===== config.mk =====
export PLATFORM = sky130hd
export DESIGN_NAME = btn_conditioner
export DESIGN_NICKNAME = d
export VERILOG_FILES = /design/src/rtl/btn_conditioner.sv
export SDC_FILE = /design/constraint.sdc
export NUM_CORES = 1
export LEC_CHECK = 0
export ABC_AREA = 1
export CAP_MARGIN = 20
export CORE_ASPECT_RATIO = 0.9
export CORE_UTILIZATION = 53
export DETAILED_ROUTE_END_ITERATION = 8
export PLACE_DENSITY = 0.78
export SLEW_MARGIN = 15
export SYNTH_ARGS = -nofsm -noshare
export SYNTH_HDL_FRONTEND = slang
export SYNTH_SLANG_ARGS = --single-unit

===== constraint.sdc =====
create_clock -name clk -period 1.2 [get_ports clk]
set_input_delay 0.24 -clock clk [delete_from_list [all_inputs] [get_ports clk]]
set_output_delay 0.24 -clock clk [all_outputs]
set_load 0.01 [all_outputs]

===== src/rtl/btn_conditioner.sv =====
// Button conditioner: 2-flop sync, per-channel tick debounce, edge pulses.
// Define BTN_AUTOREPEAT_EN to add hold-based auto-repeat on btn_press.
//
// Ports:
//   clk         - clock, all state on rising edge
//   rst_n       - asynchronous active-low reset
//   tick        - one-clk sample strobe; debounce/repeat advance on it
//   btn_in      - raw asynchronous buttons, active high
//   btn_level   - debounced button state
//   btn_press   - one-clk pulse per accepted press (or auto-repeat)
//   btn_release - one-clk pulse per accepted release
module btn_conditioner #(
    parameter int NUM_BTNS       = 6,
    parameter int DEBOUNCE_TICKS = 4,
    parameter int REPEAT_DELAY   = 30,
    parameter int REPEAT_RATE    = 6
) (
    input  logic                clk,
    input  logic                rst_n,
    input  logic                tick,
    input  logic [NUM_BTNS-1:0] btn_in,
    output logic [NUM_BTNS-1:0] btn_level,
    output logic [NUM_BTNS-1:0] btn_press,
    output logic [NUM_BTNS-1:0] btn_release
);

    localparam int CW = $clog2(DEBOUNCE_TICKS + 1);
    localparam logic [CW-1:0] CNT_LAST = CW'(DEBOUNCE_TICKS - 1);

    if (NUM_BTNS < 1 || NUM_BTNS > 16 ||
        DEBOUNCE_TICKS < 1 || DEBOUNCE_TICKS > 255 ||
        REPEAT_DELAY < 2 || REPEAT_DELAY > 1023 ||
        REPEAT_RATE < 1 || REPEAT_RATE > 1023) begin : g_bad_cfg
        $error("btn_conditioner: parameter out of range");
    end

    logic [NUM_BTNS-1:0]         sync1_q, sync2_q;
    logic [NUM_BTNS-1:0][CW-1:0] cnt_q, cnt_d;
    logic [NUM_BTNS-1:0]         level_q, level_d;
    logic [NUM_BTNS-1:0]         press_q, press_d;
    logic [NUM_BTNS-1:0]         release_q, release_d;
    logic [NUM_BTNS-1:0]         rise, fall;

    // A differing sample advances the count; a matching one (bounce)
    // restarts it. The last differing sample accepts the new level.
    always_comb begin
        cnt_d   = cnt_q;
        level_d = level_q;
        if (tick) begin
            for (int i = 0; i < NUM_BTNS; i++) begin
                if (sync2_q[i] == level_q[i]) begin
                    cnt_d[i] = '0;
                end else if (cnt_q[i] == CNT_LAST) begin
                    level_d[i] = sync2_q[i];
                    cnt_d[i]   = '0;
                end else begin
                    cnt_d[i] = cnt_q[i] + CW'(1);
                end
            end
        end
    end

    assign rise      = level_d & ~level_q;
    assign fall      = ~level_d & level_q;
    assign release_d = fall;

`ifdef BTN_AUTOREPEAT_EN
    localparam int HMAX = (REPEAT_DELAY > REPEAT_RATE) ?
                          REPEAT_DELAY : REPEAT_RATE;
    localparam int HW = $clog2(HMAX + 1);
    localparam logic [HW-1:0] DLY_LAST  = HW'(REPEAT_DELAY - 1);
    localparam logic [HW-1:0] RATE_LAST = HW'(REPEAT_RATE - 1);

    logic [NUM_BTNS-1:0][HW-1:0] hold_q, hold_d;
    logic [NUM_BTNS-1:0]         rep_q, rep_d;
    logic [NUM_BTNS-1:0]         rpt;

    // Hold only advances while the level stays high across the tick, so
    // the press tick and the release tick can never carry a repeat.
    // rep_q marks that the initial delay has elapsed and RATE now applies.
    always_comb begin
        hold_d = hold_q;
        rep_d  = rep_q;
        rpt    = '0;
        for (int i = 0; i < NUM_BTNS; i++) begin
            if (!level_q[i]) begin
                hold_d[i] = '0;
                rep_d[i]  = 1'b0;
            end else if (tick && level_d[i]) begin
                if (!rep_q[i] && hold_q[i] == DLY_LAST) begin
                    rpt[i]    = 1'b1;
                    hold_d[i] = '0;
                    rep_d[i]  = 1'b1;
                end else if (rep_q[i] && hold_q[i] == RATE_LAST) begin
                    rpt[i]    = 1'b1;
                    hold_d[i] = '0;
                end else begin
                    hold_d[i] = hold_q[i] + HW'(1);
                end
            end
        end
    end

    always_ff @(posedge clk or negedge rst_n) begin
        if (!rst_n) begin
            hold_q <= '0;
            rep_q  <= '0;
        end else begin
            hold_q <= hold_d;
            rep_q  <= rep_d;
        end
    end

    assign press_d = rise | rpt;
`else
    assign press_d = rise;
`endif

    always_ff @(posedge clk or negedge rst_n) begin
        if (!rst_n) begin
            sync1_q   <= '0;
            sync2_q   <= '0;
            cnt_q     <= '0;
            level_q   <= '0;
            press_q   <= '0;
            release_q <= '0;
        end else begin
            sync1_q   <= btn_in;
            sync2_q   <= sync1_q;
            cnt_q     <= cnt_d;
            level_q   <= level_d;
            press_q   <= press_d;
            release_q <= release_d;
        end
    end

    assign btn_level   = level_q;
    assign btn_press   = press_q;
    assign btn_release = release_q;

endmodule


# Word level (Yosys, flattened, before mapping)
# Index checks and enable logic that the tools add are counted.
# classes
n_mux	25
eq_ne	12
addsub	6
n_bitwise	4
# op_table
operator	n
3-bit two-way mux	12
3-bit by 1-bit adder with 3-bit output (second input constant)	6
3-bit by 2-bit == test with 1-bit output (second input constant)	6
6-bit bitwise AND	2
1-bit two-way mux	12
6-bit inverter	2
1-bit == test	6
6-bit two-way mux	1
# totals
output_inout_bits	18
input_bits	9
wordCells	58
reg_bits	48

# Logic depth before layout (Yosys ltp)
# depth
ltp_word	6
mapped_depth	6
mapped_depth_nobuf	5

# Least setup slack after synthesis
# OpenSTA, ideal clock, no wires.
# synth_path
path_kind	register to register
from	register cnt_q[3] (netlist name)
to	register cnt_q[4] (netlist name)
period_less_slack_ps	964
arrival_time_ps	847
setup_slack_ps	236
setup_time_ps	116
t_required_ps	1084
stages_incl_launch_ff	6
n_path_buf	0
path_cell_list	dfrtp_1 ha_1 nand2_2 a21oi_2 nand2_1 nand2_1
# synth_between
elab_chain_cells	3
word_cells_on_any_way	4
classes_between	1 x add/sub; 1 x eq/ne; 2 x mux
# synth_rtl
element	line	text
start, declared	38	logic [NUM_BTNS-1:0][CW-1:0] cnt_q, cnt_d;
start signal, assigned	130	cnt_q <= cnt_d;
3-bit by 1-bit adder with 3-bit output / 3-bit by 2-bit == test with 1-bit output (equally long branches)	57, 53	
3-bit two-way mux *	53	end else if (cnt_q[i] == CNT_LAST) begin
3-bit two-way mux *	51	if (sync2_q[i] == level_q[i]) begin
# Every way passes the cells marked *; elsewhere a longest branch is shown, timed or not.
# A chain may end at the register's enable or synchronous reset.

# Worst setup path after layout
# layout_path
from	register press_q[1] (netlist: btn_press[1])
to	output btn_press[1]
# layout_rtl
element	line	text
start, declared	40	logic [NUM_BTNS-1:0] press_q, press_d;
start signal, assigned	132	press_q <= press_d;
end, declared	23	output logic [NUM_BTNS-1:0] btn_press,
# No word-level cell between the ends.

==> impl_metrics.py <==
metrics = {
    "hold_path": {
        "min_path_type": "register to register",
        "worstHoldPathCells": 0,
    },
    "grt": {
        "grt_use_met3_pct": 6.346,
        "antenna_found_initial": 0,
        "grt_pass1_wl_mm": 4.905,
        "grt_pass1_vias": 1208,
        "grt_overflow_total": 0,
        "use_met1_pct": 21.24,
        "grt_max_degree": 49,
        "grtUsageMet2_pct": 28.13,
        "top_usage_layer": "met2",
        "grtUsageTotal_pct": 17.17,
    },
    "pwr": {
        "p_int_mw": 2.932,
        "power_frac_comb_pct": 29.7,
        "p_clk_share_pct": 20.3,
        "netSwitchingPower_mw": 1.315,
        "swShare_pct": 30.95,
        "finalPower_mw": 4.247,
        "p_per_area_nw_per_um2": 1803,
        "p_leak_nw": 1.265,
        "p_seq_share_pct": 50.0,
        "vdd_drop_max_mv": 1.129,
    },
    "synth": {
        "synthDistinctLibCells": 15,
        "netlist_area_um2": 1921,
        "syn_area_per_cell_um2": 9.369,
        "syn_inst": 205,
        "ys_seq_area_share_pct": 62.54,
        "synthesis.nets": 220,
        "synth-seq-cells": 48,
        "ys.warnings.count": 0,
    },
    "critical_path": {
        "cp.depth": 1,
        "arrival_ns": 0.92,
        "end_kind": "primary output",
        "r2r_cells": 4,
        "critPathKind": "register to primary output",
        "start_kind": "register",
        "slowest_stage": "dfrtp_1",
        "crit_required_ns": 0.96,
        "critPathMaxStageDelay_ns": 0.36,
        "crit_chain": "dlygate4sd2_1",
        "crit_buf_inv": 1,
        "cp_max_fo": 1,
        "critPathTopFamily": "flip-flops",
    },
    "floorplan": {
        "initial_core_util_pct": 56.02,
        "rows": 20,
        "die_h_um": 59.11,
        "coreArea_um2": 3428,
        "num_io_pins": 27,
        "die_w_um": 65.46,
        "dieArea_um2": 3869,
    },
    "detailed_routing": {
        "wl_per_cell_um": 9.576,
        "ant_nets": 0,
        "vias": 1371,
        "drc": 0,
        "drt_iter0_markers": 69,
        "via_per_inst": 4.760,
        "drt_wl_total_mm": 2.758,
        "drt_pass1_iterations": 4,
    },
    "timing": {
        "worst_pin_slew_ns": 0.2421,
        "post-route-min-period_ns": 1.164,
        "finalHoldViolCount": 0,
        "slew_viol_final": 0,
        "setup_viol": 0,
        "finClkSkew_ns": 0.007242,
        "min_period_over_period_pct": 97.00,
        "relSlewSlack_pct": 83.86,
        "rsz0062_at_grt": "false",
        "fmax_ghz": 0.8591,
    },
    "run": {
        "maxCapViolCount": 0,
    },
    "clock_network": {
        "clkTransAtPathRegs_ns": 0.07,
        "cts_buffers": 5,
        "cts_tree": "built",
        "clockBufferDepth": 2,
        "htreeDepth": 2,
        "root_buffer": "clkbuf_8",
        "cts_sinks": 48,
        "clkLatencyLatePin_ns": 0.29,
    },
    "final_layout": {
        "antenna_cells": 0,
        "nFillCells": 257,
        "final_common_cell": "nand2_1",
        "most-common-layout-cells": "nand2_1, dfrtp_1, nor2_1",
        "area_delta_synth_final_pct": 22.67,
        "final_nets": 259,
        "fin_cells": 288,
        "drive_above_1_share_pct": 9.426,
    },
    "outcome": {
        "outcome": "finished, final reports clean",
    },
    "place": {
        "io_buffers": 26,
        "gp_congestion": 0.7686,
        "placed_cells": 279,
        "dp_hpwl_mm": 1.906,
    },
}
## per-stage QoR
| stage | setup WS, ns | utilization, % | TNS (ns) | hold WS (ns) | instance area (µm²) |
|---|---|---|---|---|---|
| 2_1_floorplan | 0.2364 | - | 0 | -0.05559 | 1921 |
| 3_3_place_gp | -0.1540 | 66.35 | -2.784 | 0.2416 | 2275 |
| 3_5_place_dp | -0.1713 | 66.35 | -3.205 | 0.2413 | 2275 |
| 4_1_cts | 0.0005389 | 68.61 | 0 | 0.3577 | 2352 |
| 5_1_grt | 0.002599 | 68.72 | 0 | 0.3591 | 2356 |
| 6_report | 0.03604 | 68.72 | 0 | 0.3532 | 2356 |
## layer usage
metal | up-vias | share of wire (%)
met5 | - | 0
met4 | 0 | 1.5
met3 | 6 | 4.8
met2 | 37 | 47
met1 | 618 | 47
li1 | 710 | -
## power groups by stage
stage	sequential (mW)	combinational, mW	clock, mW
3_5_place_dp	2.15	1.33	0
3_3_place_gp	2.14	1.29	0
4_1_cts	2.12	1.30	0.898
6_report	2.12	1.26	0.863
2_1_floorplan	2.21	0.687	0
5_1_grt	2.16	1.48	0.967
## layout make-up
class | instances | area (µm²) | area share, %
Timing Repair Buffer | 36 | 344.1 | 14.60
Clock inverter | 1 | 5.005 | 0.2124
Clock buffer | 6 | 72.57 | 3.080
Sequential cell | 48 | 1201 | 50.98
Multi-Input combinational cell | 133 | 600.6 | 25.49
Inverter | 20 | 77.57 | 3.293
Tap cell | 44 | 55.05 | 2.337
## registers in the layout, summed over array words and instances, names as in the netlist
name / flops
sync2_q: 6
btn_release: 6
btn_level: 6
btn_press: 6
sync1_q: 6
cnt_q: 18
## logic make-up after synthesis
family                     Yosys count  synth area share, %
AOI/OAI and AO/OA                    9                2.540
adders and majority gates            6                3.909
buffers and inverters               24                6.189
and+or+nand+nor                    118                24.82
DFF                                 48                62.54
## path summary, 6_finish.rpt
kind / from / to / slack [ns]
worst min register to register: sync1_q[1] / sync2_q[1] / 0.35
min in group asynchronous: rst_n / btn_press[5] / 0.45
worst max-delay path: btn_press[1] / btn_press[1] / 0.04
worst min-delay path: sync1_q[1] / sync2_q[1] / 0.35
worst max register to register: cnt_q[6] / btn_level[2] / 0.15
max in group asynchronous: rst_n / btn_level[1] / 0.54
## repair_timing
item | 4_1_cts | 5_1_grt
hold buffers | 1 | 0
hold endpoints to repair | 48 | 0
buffers inserted | 1 | 0
resized for setup | 22 | 13
setup endpoints to repair | 18 | 13
## synth_stat cells (all sizes together)
library cell,n,area share (%)
inv,20,4.0
dfrtp,48,63
nand3,21,5.5
nor2,24,5.0
nand2,73,14
a21oi,3,0.98
ha,6,3.9
o21ai,6,1.6
buf,4,2.1
(Power assumes the default switching activity.)
